[src/rtl/ps2_kbd_if.sv]
// ---------------------------------------------------------------------------
// if_wb : 32-bit Wishbone bus bundle used by the PS/2 keyboard receiver.
//   cyc, stb, we, sel[3:0], adr[31:0], dat_i[31:0] : master -> slave
//   dat_o[31:0], ack                               : slave -> master
// ---------------------------------------------------------------------------
interface if_wb;
    logic        cyc;
    logic        stb;
    logic        we;
    logic [3:0]  sel;
    logic [31:0] adr;
    logic [31:0] dat_i;
    logic [31:0] dat_o;
    logic        ack;

    modport slave  (input  cyc, stb, we, sel, adr, dat_i, output dat_o, ack);
    modport master (output cyc, stb, we, sel, adr, dat_i, input  dat_o, ack);
endinterface

[src/rtl/ps2_kbd.sv]
// ---------------------------------------------------------------------------
// ps2_kbd : PS/2 keyboard receiver with a receive FIFO behind a Wishbone slave.
//
// Ports
//   clk_i    in   system clock, all logic on its rising edge
//   rst_i    in   synchronous active-high reset
//   bus      if_wb.slave  register access (adr[2]=0 DATA, adr[2]=1 STATUS)
//   ps2_clk  in   PS/2 clock pin, asynchronous
//   ps2_dat  in   PS/2 data pin, asynchronous
//   irq      out  FIFO non-empty and IE set
//
// Parameters
//   CLKFREQ     clk_i frequency in Hz; frame timeout is CLKFREQ/1000 cycles
//   FIFO_DEPTH  receive FIFO entries, power of two, 2..256
//
// Build option
//   PS2_PARITY_CHECK_EN : when defined, frames with bad (even) parity set PE
//                         and are not pushed; otherwise parity is ignored.
// ---------------------------------------------------------------------------
module ps2_kbd #(
    parameter int CLKFREQ    = 10000000,
    parameter int FIFO_DEPTH = 16
) (
    input  logic clk_i,
    input  logic rst_i,
    if_wb.slave  bus,
    input  logic ps2_clk,
    input  logic ps2_dat,
    output logic irq
);
    localparam int AW  = $clog2(FIFO_DEPTH);
    localparam int CW  = AW + 1;
    localparam int TMO = CLKFREQ / 1000;
    localparam int TW  = $clog2(TMO + 1);

    typedef enum logic [1:0] {S_IDLE, S_DATA, S_PARITY, S_STOP} state_t;

    // True when the 9 data+parity bits carry odd parity (a good frame).
    function automatic logic f_odd_parity(input logic [8:0] v);
        return ^v;
    endfunction

    logic          r_clk_s1, r_clk_s2, r_dat_s1, r_dat_s2;
    logic          r_clk_flt, r_clk_flt_d;
    logic [1:0]    r_flt_cnt;
    logic          w_fall;

    state_t        r_state;
    logic [2:0]    r_bitcnt;
    logic [7:0]    r_shift;
    logic          r_par;
    logic [TW-1:0] r_tmo;
    logic          r_push, r_fe_set, r_pe_set;
    logic [7:0]    r_push_byte;

    logic [7:0]    r_mem [FIFO_DEPTH];
    logic [AW-1:0] r_wptr, r_rptr;
    logic [CW-1:0] r_count, w_count_nxt;
    logic          r_ovr, r_pe, r_fe, r_ie, r_ack, r_irq;
    logic [31:0]   r_dat_o, w_rdata;
    logic [8:0]    w_count9;
    logic [7:0]    w_cnt8;
    logic          w_req, w_rd_data, w_st_wr, w_empty, w_full;
    logic          w_pop, w_push_ok, w_ovr_set, w_ie_nxt;
    logic          w_unused;

    assign w_unused = ^{bus.adr[31:3], bus.adr[1:0], bus.sel[3:1],
                        bus.dat_i[31:5], bus.dat_i[0], r_par};

    // Synchronizers and ps2_clk glitch filter (4 consecutive differing samples flip it).
    always_ff @(posedge clk_i) begin
        if (rst_i) begin
            r_clk_s1    <= 1'b1;
            r_clk_s2    <= 1'b1;
            r_dat_s1    <= 1'b1;
            r_dat_s2    <= 1'b1;
            r_clk_flt   <= 1'b1;
            r_clk_flt_d <= 1'b1;
            r_flt_cnt   <= 2'd0;
        end else begin
            r_clk_s1    <= ps2_clk;
            r_clk_s2    <= r_clk_s1;
            r_dat_s1    <= ps2_dat;
            r_dat_s2    <= r_dat_s1;
            r_clk_flt_d <= r_clk_flt;
            if (r_clk_s2 == r_clk_flt) begin
                r_flt_cnt <= 2'd0;
            end else if (r_flt_cnt == 2'd3) begin
                r_clk_flt <= r_clk_s2;
                r_flt_cnt <= 2'd0;
            end else begin
                r_flt_cnt <= r_flt_cnt + 2'd1;
            end
        end
    end

    assign w_fall = r_clk_flt_d & ~r_clk_flt;

    // Receiver FSM: frame assembly, timeout, and one-cycle push/error pulses.
    always_ff @(posedge clk_i) begin
        if (rst_i) begin
            r_state     <= S_IDLE;
            r_bitcnt    <= 3'd0;
            r_shift     <= 8'h00;
            r_par       <= 1'b0;
            r_tmo       <= '0;
            r_push      <= 1'b0;
            r_fe_set    <= 1'b0;
            r_pe_set    <= 1'b0;
            r_push_byte <= 8'h00;
        end else begin
            r_push   <= 1'b0;
            r_fe_set <= 1'b0;
            r_pe_set <= 1'b0;
            if (r_state == S_IDLE) begin
                r_tmo <= '0;
                if (w_fall && !r_dat_s2) begin
                    r_state  <= S_DATA;
                    r_bitcnt <= 3'd0;
                end
            end else if (w_fall) begin
                r_tmo <= '0;
                case (r_state)
                    S_DATA: begin
                        r_shift  <= {r_dat_s2, r_shift[7:1]};
                        r_bitcnt <= r_bitcnt + 3'd1;
                        if (r_bitcnt == 3'd7) begin
                            r_state <= S_PARITY;
                        end
                    end
                    S_PARITY: begin
                        r_par   <= r_dat_s2;
                        r_state <= S_STOP;
                    end
                    S_STOP: begin
                        r_state <= S_IDLE;
                        if (!r_dat_s2) begin
                            r_fe_set <= 1'b1;
                        end else begin
`ifdef PS2_PARITY_CHECK_EN
                            if (f_odd_parity({r_par, r_shift})) begin
                                r_push      <= 1'b1;
                                r_push_byte <= r_shift;
                            end else begin
                                r_pe_set <= 1'b1;
                            end
`else
                            r_push      <= 1'b1;
                            r_push_byte <= r_shift;
`endif
                        end
                    end
                    default: r_state <= S_IDLE;
                endcase
            end else if (r_tmo == TW'(TMO - 1)) begin
                // No clock edge for a whole timeout window: abandon the frame.
                r_tmo    <= '0;
                r_fe_set <= 1'b1;
                r_state  <= S_IDLE;
            end else begin
                r_tmo <= r_tmo + TW'(1'b1);
            end
        end
    end

    // A request is a cyc&stb cycle not already being acknowledged.
    assign w_req     = bus.cyc & bus.stb & ~r_ack;
    assign w_rd_data = w_req & ~bus.we & ~bus.adr[2];
    assign w_st_wr   = w_req & bus.we & bus.adr[2] & bus.sel[0];
    assign w_empty   = (r_count == '0);
    assign w_full    = (r_count == CW'(FIFO_DEPTH));
    assign w_pop     = w_rd_data & ~w_empty;
    // A simultaneous pop frees a slot, so a push into a full FIFO still lands.
    assign w_push_ok = r_push & (~w_full | w_pop);
    assign w_ovr_set = r_push & w_full & ~w_pop;
    assign w_ie_nxt  = w_st_wr ? bus.dat_i[4] : r_ie;
    assign w_count9  = 9'(r_count);
    // A full 256-entry FIFO cannot show 256 in 8 bits; report it saturated.
    assign w_cnt8    = w_count9[8] ? 8'hFF : w_count9[7:0];

    // Next FIFO occupancy.
    always_comb begin
        w_count_nxt = r_count;
        case ({w_push_ok, w_pop})
            2'b10:   w_count_nxt = r_count + CW'(1'b1);
            2'b01:   w_count_nxt = r_count - CW'(1'b1);
            default: w_count_nxt = r_count;
        endcase
    end

    // Read mux for the register being accessed.
    always_comb begin
        w_rdata = 32'h0000_0000;
        if (bus.adr[2]) begin
            w_rdata = {16'h0000, w_cnt8, 3'b000, r_ie, r_fe, r_pe, r_ovr, ~w_empty};
        end else if (!w_empty) begin
            w_rdata = {23'h000000, 1'b1, r_mem[r_rptr]};
        end else begin
            w_rdata = 32'h0000_0000;
        end
    end

    // FIFO storage.
    always_ff @(posedge clk_i) begin
        if (w_push_ok) begin
            r_mem[r_wptr] <= r_push_byte;
        end
    end

    // FIFO pointers, status flags, bus response and interrupt.
    always_ff @(posedge clk_i) begin
        if (rst_i) begin
            r_wptr  <= '0;
            r_rptr  <= '0;
            r_count <= '0;
            r_ovr   <= 1'b0;
            r_pe    <= 1'b0;
            r_fe    <= 1'b0;
            r_ie    <= 1'b0;
            r_ack   <= 1'b0;
            r_dat_o <= 32'h0000_0000;
            r_irq   <= 1'b0;
        end else begin
            if (w_push_ok) begin
                r_wptr <= r_wptr + AW'(1'b1);
            end
            if (w_pop) begin
                r_rptr <= r_rptr + AW'(1'b1);
            end
            r_count <= w_count_nxt;
            // Error sets take priority over a same-cycle write-1-to-clear.
            r_ovr   <= w_ovr_set | (r_ovr & ~(w_st_wr & bus.dat_i[1]));
            r_pe    <= r_pe_set  | (r_pe  & ~(w_st_wr & bus.dat_i[2]));
            r_fe    <= r_fe_set  | (r_fe  & ~(w_st_wr & bus.dat_i[3]));
            r_ie    <= w_ie_nxt;
            r_ack   <= w_req;
            r_dat_o <= (w_req && !bus.we) ? w_rdata : 32'h0000_0000;
            r_irq   <= (w_count_nxt != '0) & w_ie_nxt;
        end
    end

    assign bus.ack   = r_ack;
    assign bus.dat_o = r_dat_o;
    assign irq       = r_irq;

endmodule

[src/flat_wrapper.sv]
// flat-port wrapper written by rule: the top's interface ports become plain ports
module ps2_kbd_flat 
#(
    parameter int CLKFREQ    = 10000000,
    parameter int FIFO_DEPTH = 16
)
  (clk_i, rst_i, ps2_clk, ps2_dat, irq, bus_cyc, bus_stb, bus_we, bus_sel, bus_adr, bus_dat_i, bus_dat_o, bus_ack);
  if_wb bus_i ();
  input  logic clk_i;
  input  logic rst_i;
  input  logic ps2_clk;
  input  logic ps2_dat;
  output logic irq;
  input wire logic [$bits(bus_i.cyc)-1:0] bus_cyc;
  input wire logic [$bits(bus_i.stb)-1:0] bus_stb;
  input wire logic [$bits(bus_i.we)-1:0] bus_we;
  input wire logic [$bits(bus_i.sel)-1:0] bus_sel;
  input wire logic [$bits(bus_i.adr)-1:0] bus_adr;
  input wire logic [$bits(bus_i.dat_i)-1:0] bus_dat_i;
  output wire logic [$bits(bus_i.dat_o)-1:0] bus_dat_o;
  output wire logic [$bits(bus_i.ack)-1:0] bus_ack;
  assign bus_i.cyc = bus_cyc;
  assign bus_i.stb = bus_stb;
  assign bus_i.we = bus_we;
  assign bus_i.sel = bus_sel;
  assign bus_i.adr = bus_adr;
  assign bus_i.dat_i = bus_dat_i;
  assign bus_dat_o = bus_i.dat_o;
  assign bus_ack = bus_i.ack;
  ps2_kbd #(.CLKFREQ(CLKFREQ), .FIFO_DEPTH(FIFO_DEPTH)) u_core (.clk_i(clk_i), .rst_i(rst_i), .bus(bus_i), .ps2_clk(ps2_clk), .ps2_dat(ps2_dat), .irq(irq));
endmodule
[config.mk]
export PLATFORM = sky130hd
export DESIGN_NAME = ps2_kbd_flat
export DESIGN_NICKNAME = d
export VERILOG_FILES = /design/src/rtl/ps2_kbd_if.sv /design/src/rtl/ps2_kbd.sv /design/src/flat_wrapper.sv
export SDC_FILE = /design/constraint.sdc
export NUM_CORES = 1
export LEC_CHECK = 0
export BUFFER_PORTS_ARGS = -buffer_cell sky130_fd_sc_hd__buf_2
export CELL_PAD_IN_SITES_DETAIL_PLACEMENT = 1
export CELL_PAD_IN_SITES_GLOBAL_PLACEMENT = 1
export CORE_ASPECT_RATIO = 1.25
export CORE_MARGIN = 4
export CORE_UTILIZATION = 51
export DETAILED_ROUTE_END_ITERATION = 6
export PLACE_DENSITY = 0.89
export SLEW_MARGIN = 20
export SYNTH_ARGS = -nofsm -noshare
export SYNTH_HDL_FRONTEND = slang
export SYNTH_SLANG_ARGS = --single-unit
[constraint.sdc]
create_clock -name clk_i -period 7.2 [get_ports clk_i]
set_input_delay 0.72 -clock clk_i [delete_from_list [all_inputs] [get_ports clk_i]]
set_output_delay 0.72 -clock clk_i [all_outputs]
set_load 0.05 [all_outputs]
==> results of run 1 <==
==> worst reg2reg max path, stage by stage, from the launching register on <==
cell and delay (ns):
dfxtp_1 0.33, nand4bb_1 0.47, o211ai_1 0.54, and2_1 0.31, nand2_1 0.18, nor2_1 0.84
==> power by group through the flow <==
stage | logic (W) | registers (W) | clock network [W]
floorplan | 0.0000388 | 0.00128 | 0
global placement | 0.0000369 | 0.00128 | 0
detailed placement | 0.0000377 | 0.00128 | 0
CTS | 0.0000380 | 0.00126 | 0.00116
global route | 0.0000408 | 0.00126 | 0.00121
finish | 0.0000385 | 0.00126 | 0.00115
==> worst min path at each step <==
stage | endpoint | cells after the start
6_report | u_core.r_pe$_SDFF_PP0_ | 2
3_5_place_dp | u_core.r_clk_s2$_SDFF_PP1_ | 1
5_1_grt | u_core.r_dat_s1$_SDFF_PP1_ | 2
4_1_cts | u_core.r_pe$_SDFF_PP0_ | 2
3_3_place_gp | u_core.r_dat_s2$_SDFF_PP1_ | 1
2_1_floorplan | u_core.r_clk_s2$_SDFF_PP1_ | 1
==> registers in the layout, summed over array words and instances, names as in the netlist, 2 cells and up, named ones only <==
| signal | flops |
|---|---|
| u_core.r_bitcnt | 3 |
| u_core.r_rptr | 4 |
| u_core.r_tmo | 14 |
| u_core.bus.dat_o | 13 |
| u_core.r_mem | 128 |
| u_core.r_shift | 8 |
| u_core.r_state | 2 |
| u_core.r_wptr | 4 |
| u_core.r_flt_cnt | 2 |
| u_core.r_count | 5 |
| u_core.r_push_byte | 8 |
==> area by class of cell <==
cell class | count | area [um2]
clock buffers | 29 | 602
fillers | 1593 | 6860
repair buffers | 31 | 165
well taps | 216 | 270
inverters | 19 | 71.3
flip-flops and latches | 209 | 5470
multi-input cells | 344 | 2700
clock inverters | 9 | 128
==> layer usage <==
metal / GRT usage [%] / wire length (um) / vias to the layer above
li1: - / - / 2216
met1: 26.4 / 7300 / 2460
met2: 37.5 / 10400 / 127
met3: 3.16 / 846 / 29
met4: 5.17 / 398 / 0
met5: 0 / 0 / -
==> cell families (layout without fill, tap and decap cells) <==
group / after synthesis / in the layout
AO/OA/AOI/OAI: 59 / 59
XOR/XNOR: 23 / 23
adder cells (fa/ha/maj): 16 / 16
buffers and inverters: 70 / 88
flip-flops: 209 / 209
multiplexers: 45 / 45
other: 1 / 19
AND/OR/NAND/NOR: 182 / 182
==> placed cells by master, fill, tap and decap left out, types with 6 or more instances in the layout <==
master	netlist	layout
inv_1	15	15
nand2_1	49	49
dfxtp_1	81	79
clkbuf_16	0	23
edfxtp_1	128	128
nor2_1	57	57
a21oi_1	28	28
buf_2	6	27
nor3_1	8	7
xnor2_1	12	12
nand3_1	17	17
xor2_1	10	10
a211oi_1	6	6
or2_2	7	7
ha_1	16	16
conb_1	1	19
mux2i_1	8	8
mux4_2	37	37
==> cells in the mapped netlist, types with 5 or more instances <==
master | count | area, um2
edfxtp_1 | 128 | 3840
dfxtp_1 | 81 | 1620
nor2_1 | 57 | 214
nand2_1 | 49 | 184
mux4_2 | 37 | 833
a21oi_1 | 28 | 140
buf_4 | 21 | 158
clkbuf_1 | 19 | 71.3
nand3_1 | 17 | 85.1
ha_1 | 16 | 200
inv_1 | 15 | 56.3
xnor2_1 | 12 | 105
xor2_1 | 10 | 87.6
mux2i_1 | 8 | 80.1
nor3_1 | 8 | 40.0
or2_2 | 7 | 43.8
a211oi_1 | 6 | 45.0
buf_2 | 6 | 30.0
and3_1 | 5 | 31.3
buf_6 | 5 | 56.3
nand2b_1 | 5 | 31.3
==> metrics by stage <==
stage          hold WS [ns]  worst slack, ns
6_report              0.403             4.13
5_1_grt               0.402             3.98
2_1_floorplan         0.389             4.44
3_3_place_gp          0.395             3.91
4_1_cts               0.392             4.15
3_5_place_dp          0.410             3.72
==> results.sh, run 1 <==
export IMPL_slew_headroom_pct=28.5
export IMPL_synth_xor_area_share_pct=2.46
export IMPL_seqPwrFrac_pct=51.5
export IMPL_ys_seq_area_share_pct=64.5
export IMPL_hold_buffers=0
export IMPL_dp_hpwl_mm=12.5
export IMPL_worstHoldPathType="primary input to register"
export IMPL_path_depth=6
export IMPL_clock_sinks=209
export IMPL_fmax_mhz=326
export IMPL_p_int_w=0.00196
export IMPL_yosys_area_share_simple_pct=10.6
export IMPL_switching_share_pct=19.8
export IMPL_cts_buffer_depth=3
export IMPL_start_util_pct=52.1
export IMPL_die_area_um2=18800
export IMPL_post_cts_resized=0
export IMPL_r2r_end="u_core.r_mem[9][7]$_DFFE_PP_"
export IMPL_drive_above_1_share_pct=18.7
export IMPL_clock_latency_ns=0.50
export IMPL_track_usage_pct=20.9
export IMPL_min_period_ns=3.07
export IMPL_vias_per_cell=5.64
export IMPL_overflow=0
export IMPL_synthMuxAreaShare_pct=10.8
export IMPL_cp_data_required_time_ns=7.31
export IMPL_dpl_cell_area_um2=8680
export IMPL_crit_chain="buf_2 -> nand4bb_1 -> o211ai_1 -> and2_1 -> nand2_1 -> nor2_1"
export IMPL_dr_pass1_iters=5
export IMPL_p_comb_share_pct=1.6
export IMPL_die_x_um=123
export IMPL_critical_path_max_stage_delay_ns=0.84
export IMPL_fin_cells=857
export IMPL_rsz0062_at_grt="no"
export IMPL_power_total_w=0.00244
export IMPL_timing_final_crit_share_pct=42.7
export IMPL_synth_seq_cells=209
export IMPL_place_congestion=0.749
export IMPL_routed_wl_mm=18.9
export IMPL_ir_drop_mv=0.176
export IMPL_fin_nets=717
export IMPL_num_vias=4832
export IMPL_yosys_warnings=0
export IMPL_path_buf_inv=1
export IMPL_area_growth_pct=11.0
export IMPL_r2r_start="u_core.bus.ack$_SDFF_PP0_"
export IMPL_clockRootBuffer="clkbuf_16"
export IMPL_tightest_slew_ns=1.07
export IMPL_ant_nets=0
export IMPL_synth_edf_count=128
export IMPL_grt_antenna_before_repair=0
export IMPL_drt_iter0_drc=303
export IMPL_htree_levels=1
export IMPL_report_final_slew_viol_count=0
export IMPL_hold_violations=0
export IMPL_p_switching_w=0.000484
export IMPL_reg2reg_slack_ns=4.14
export IMPL_grt_max_degree=53
export IMPL_crit_path_top_delay_cell="nor2_1"
export IMPL_final_core_util_pct=57.8
export IMPL_maxCapViolCount=0
export IMPL_finalSetupViolCount=0
export IMPL_core_rowCount=52
export IMPL_placed_cells=819
export IMPL_crit_type="primary input to register"
export IMPL_cp_start_kind="primary input"
export IMPL_worstPathArrival_ns=3.18
export IMPL_synthDistinctLibCells=59
export IMPL_powerDensity_nw_per_um2=259
export IMPL_routedWlPerCell_um=22.1
export IMPL_ys_flop_type="edfxtp_1"
export IMPL_critPathMaxFanout=10
export IMPL_leakagePower_nw=3.15
export IMPL_synth_compound_area_share_pct=4.74
export IMPL_grt_pass1_wl_mm=30.4
export IMPL_port_buffer_count=27
export IMPL_cts_tree="yes"
export IMPL_grt_pass1_vias=5330
export IMPL_netlist_instances=605
export IMPL_post_cts_buffers=0
export IMPL_worstHoldStart="bus_dat_i[2]"
export IMPL_yosys_area_share_adder_pct=2.36
export IMPL_clkPwrFrac_pct=46.9
export IMPL_reg2regPathDepth=5
export IMPL_numCtsBuffers=21
export IMPL_clkTransAtPathRegs_ns=0.06
export IMPL_num_antenna_cells=0
export IMPL_endpoint_kind="register"
export IMPL_avgSynthCellArea_um2=14.0
export IMPL_status="finished clean"
export IMPL_stdcell_area_um2=9410
export IMPL_cp_startpoint="bus_we"
export IMPL_critPathTopFamily="simple AND/OR/NAND/NOR gates"
export IMPL_num_io_pins=109
export IMPL_die_h_um=152
export IMPL_synth_area_um2=8480
export IMPL_synth_top_family_by_area="multiplexers"
export IMPL_finalSetupTns_ns=0
export IMPL_async_flop_share_pct=0
export IMPL_drc=0
export IMPL_cp_endpoint="u_core.r_mem[9][7]$_DFFE_PP_"
export IMPL_core_area_um2=16300
export IMPL_clock_skew_ns=0.0128
Power figures use the tool's default switching activity.
==> run 2: changes to the inputs <==
--- a/config.mk
+++ b/config.mk
@@ -10,9 +10,9 @@
 export CELL_PAD_IN_SITES_GLOBAL_PLACEMENT = 1
 export CORE_ASPECT_RATIO = 1.25
 export CORE_MARGIN = 4
-export CORE_UTILIZATION = 51
+export CORE_UTILIZATION = 47
 export DETAILED_ROUTE_END_ITERATION = 6
-export PLACE_DENSITY = 0.89
+export PLACE_DENSITY = 0.84
 export SLEW_MARGIN = 20
 export SYNTH_ARGS = -nofsm -noshare
 export SYNTH_HDL_FRONTEND = slang
==> constraint.sdc (replaced) <==
create_clock -name clk_i -period 2.9 [get_ports clk_i]
set_input_delay 0.29 -clock clk_i [delete_from_list [all_inputs] [get_ports clk_i]]
set_output_delay 0.29 -clock clk_i [all_outputs]
set_load 0.05 [all_outputs]
==> run 2 against run 1 <==
  * Sequential power up 150%
  * Total power increased to 2.6 times the previous value
  * Cell count grew 2.8%
  * Cell area is 2.6% higher
  * Clock power grew to 2.7 times the previous value
  * Highest routed layer unchanged
  * Count of clock-buffer cells in the layout decreased by 2
  * Global-route usage shrank 2.1 points
  * Via count is 0.21% lower
==> results.sh, run 2 (synthesized netlist as in run 1, its figures left out) <==
export IMPL_clkTransAtPathRegs_ns=0.06
export IMPL_grt_max_degree=37
export IMPL_report_final_slew_viol_count=0
export IMPL_die_area_um2=20300
export IMPL_die_h_um=158
export IMPL_fin_nets=734
export IMPL_timing_final_crit_share_pct=94.0
export IMPL_slew_headroom_pct=38.5
export IMPL_min_period_ns=2.73
export IMPL_largest_reg_flops=128
export IMPL_cts_tree="yes"
export IMPL_htree_levels=1
export IMPL_endpoint_kind="register"
export IMPL_track_usage_pct=18.8
export IMPL_clock_skew_ns=0.0144
export IMPL_cp_data_required_time_ns=3.25
export IMPL_core_area_um2=17600
export IMPL_rsz0062_at_grt="no"
export IMPL_hold_violations=0
export IMPL_clock_sinks=209
export IMPL_worstHoldPathType="primary input to register"
export IMPL_power_total_w=0.00634
export IMPL_crit_type="register to register"
export IMPL_fmax_mhz=367
export IMPL_stdcell_area_um2=9650
export IMPL_dp_hpwl_mm=12.6
export IMPL_top_register="u_core.r_mem"
export IMPL_routedWlPerCell_um=20.9
export IMPL_finalSetupViolCount=0
export IMPL_start_util_pct=48.3
export IMPL_overflow=0
export IMPL_num_vias=4822
export IMPL_tightest_slew_ns=0.919
export IMPL_status="finished clean"
export IMPL_grt_pass1_wl_mm=29.8
export IMPL_routed_wl_mm=18.4
export IMPL_area_growth_pct=13.8
export IMPL_final_core_util_pct=55.0
export IMPL_finalSetupTns_ns=0
export IMPL_final_cell_mix="edfxtp_1 (128), dfxtp_1 (80), nor2_1 (57)"
export IMPL_drc=0
export IMPL_dpl_cell_area_um2=8800
export IMPL_worstPathArrival_ns=3.08
export IMPL_num_antenna_cells=0
export IMPL_core_rowCount=54
export IMPL_clockRootBuffer="clkbuf_16"
export IMPL_grt_pass1_vias=5334
export IMPL_numCtsBuffers=20
export IMPL_vias_per_cell=5.47
export IMPL_maxCapViolCount=0
export IMPL_cp_start_kind="register"
export IMPL_num_io_pins=109
export IMPL_dr_pass1_iters=4
export IMPL_final_common_cell="edfxtp_1"
export IMPL_grt_antenna_before_repair=0
export IMPL_cts_buffer_depth=3
export IMPL_leakagePower_nw=3.29
export IMPL_port_buffer_count=27
export IMPL_drt_iter0_drc=325
export IMPL_clock_latency_ns=0.49
export IMPL_ant_nets=0
export IMPL_powerDensity_nw_per_um2=657
export IMPL_die_x_um=128
export IMPL_place_congestion=0.846
export IMPL_ir_drop_mv=0.499
export IMPL_drive_above_1_share_pct=20.7
export IMPL_critPathMaxFanout=5
==> run 2: cell types whose count changed in the layout (fill, tap and decap cells not counted), sizes merged <==
cell,change
buf,+15
bufinv,+3
clkbuf,-2
clkinv,-1
clkinvlp,-2
dlygate4sd3,+3
==> run 2: final timing paths <==
check,from,end,slack [ns],depth (start not counted)
setup / recovery,u_core.r_count[1]$_SDFF_PP0_,u_core.irq$_SDFF_PP0_,0.17,9
hold / removal,bus_stb,u_core.bus.ack$_SDFF_PP0_,0.11,3
setup reg to reg,u_core.r_count[1]$_SDFF_PP0_,u_core.irq$_SDFF_PP0_,0.17,9
hold reg to reg,u_core.r_clk_s1$_SDFF_PP1_,u_core.r_clk_s2$_SDFF_PP1_,0.42,1
==> run 2: critical path, stage by stage, from the launching register on <==
cell,delay [ns]
dfxtp_1,0.32
or4_4,0.58
o211ai_4,0.27
xnor2_1,0.11
ha_1,0.24
nor4_1,0.21
o2111a_1,0.24
a2bb2o_1,0.30
a21boi_2,0.18
a41oi_1,0.14
==> run 2: repair_timing <==
action / 4_1_cts / 5_1_grt
buffers inserted: 0 / 0
hold buffers: 3 / 0
endpoints found under the hold margin: 3 / 0
setup endpoints to repair: 0 / 1
resized for setup: 0 / 2
==> run 2: layout make-up <==
| type | instances | area (um2) |
|---|---|---|
| clock buffers | 27 | 619 |
| flip-flops and latches | 209 | 5470 |
| repair buffers | 49 | 320 |
| multi-input cells | 344 | 2700 |
| clock inverters | 9 | 196 |
| fillers | 1730 | 7910 |
| well taps | 224 | 280 |
| inverters | 19 | 71.3 |
==> run 2: metal layers <==
layer / GRT usage [%] / routed length (um) / part of all wire (%)
met5: 0 / 0 / 0
met2: 36.2 / 10300 / 56
met1: 22.3 / 7150 / 39
met3: 2.67 / 715 / 3.9
met4: 4.10 / 221 / 1.2
==> run 2: power by group <==
group | switching (W) | internal, W | total, W
logic | 0.0000847 | 0.0000176 | 0.000102
registers | 0.00000240 | 0.00312 | 0.00312
clock network | 0.00109 | 0.00203 | 0.00312
==> run 2: metrics by stage <==
stage	setup WS, ns	hold slack [ns]	instances
floorplan	0.282	0.377	623
global placement	0.110	0.393	842
detailed placement	0.0617	0.409	842
CTS	0.0282	0.0979	881
global route	0.0481	0.124	881
finish	0.173	0.109	881
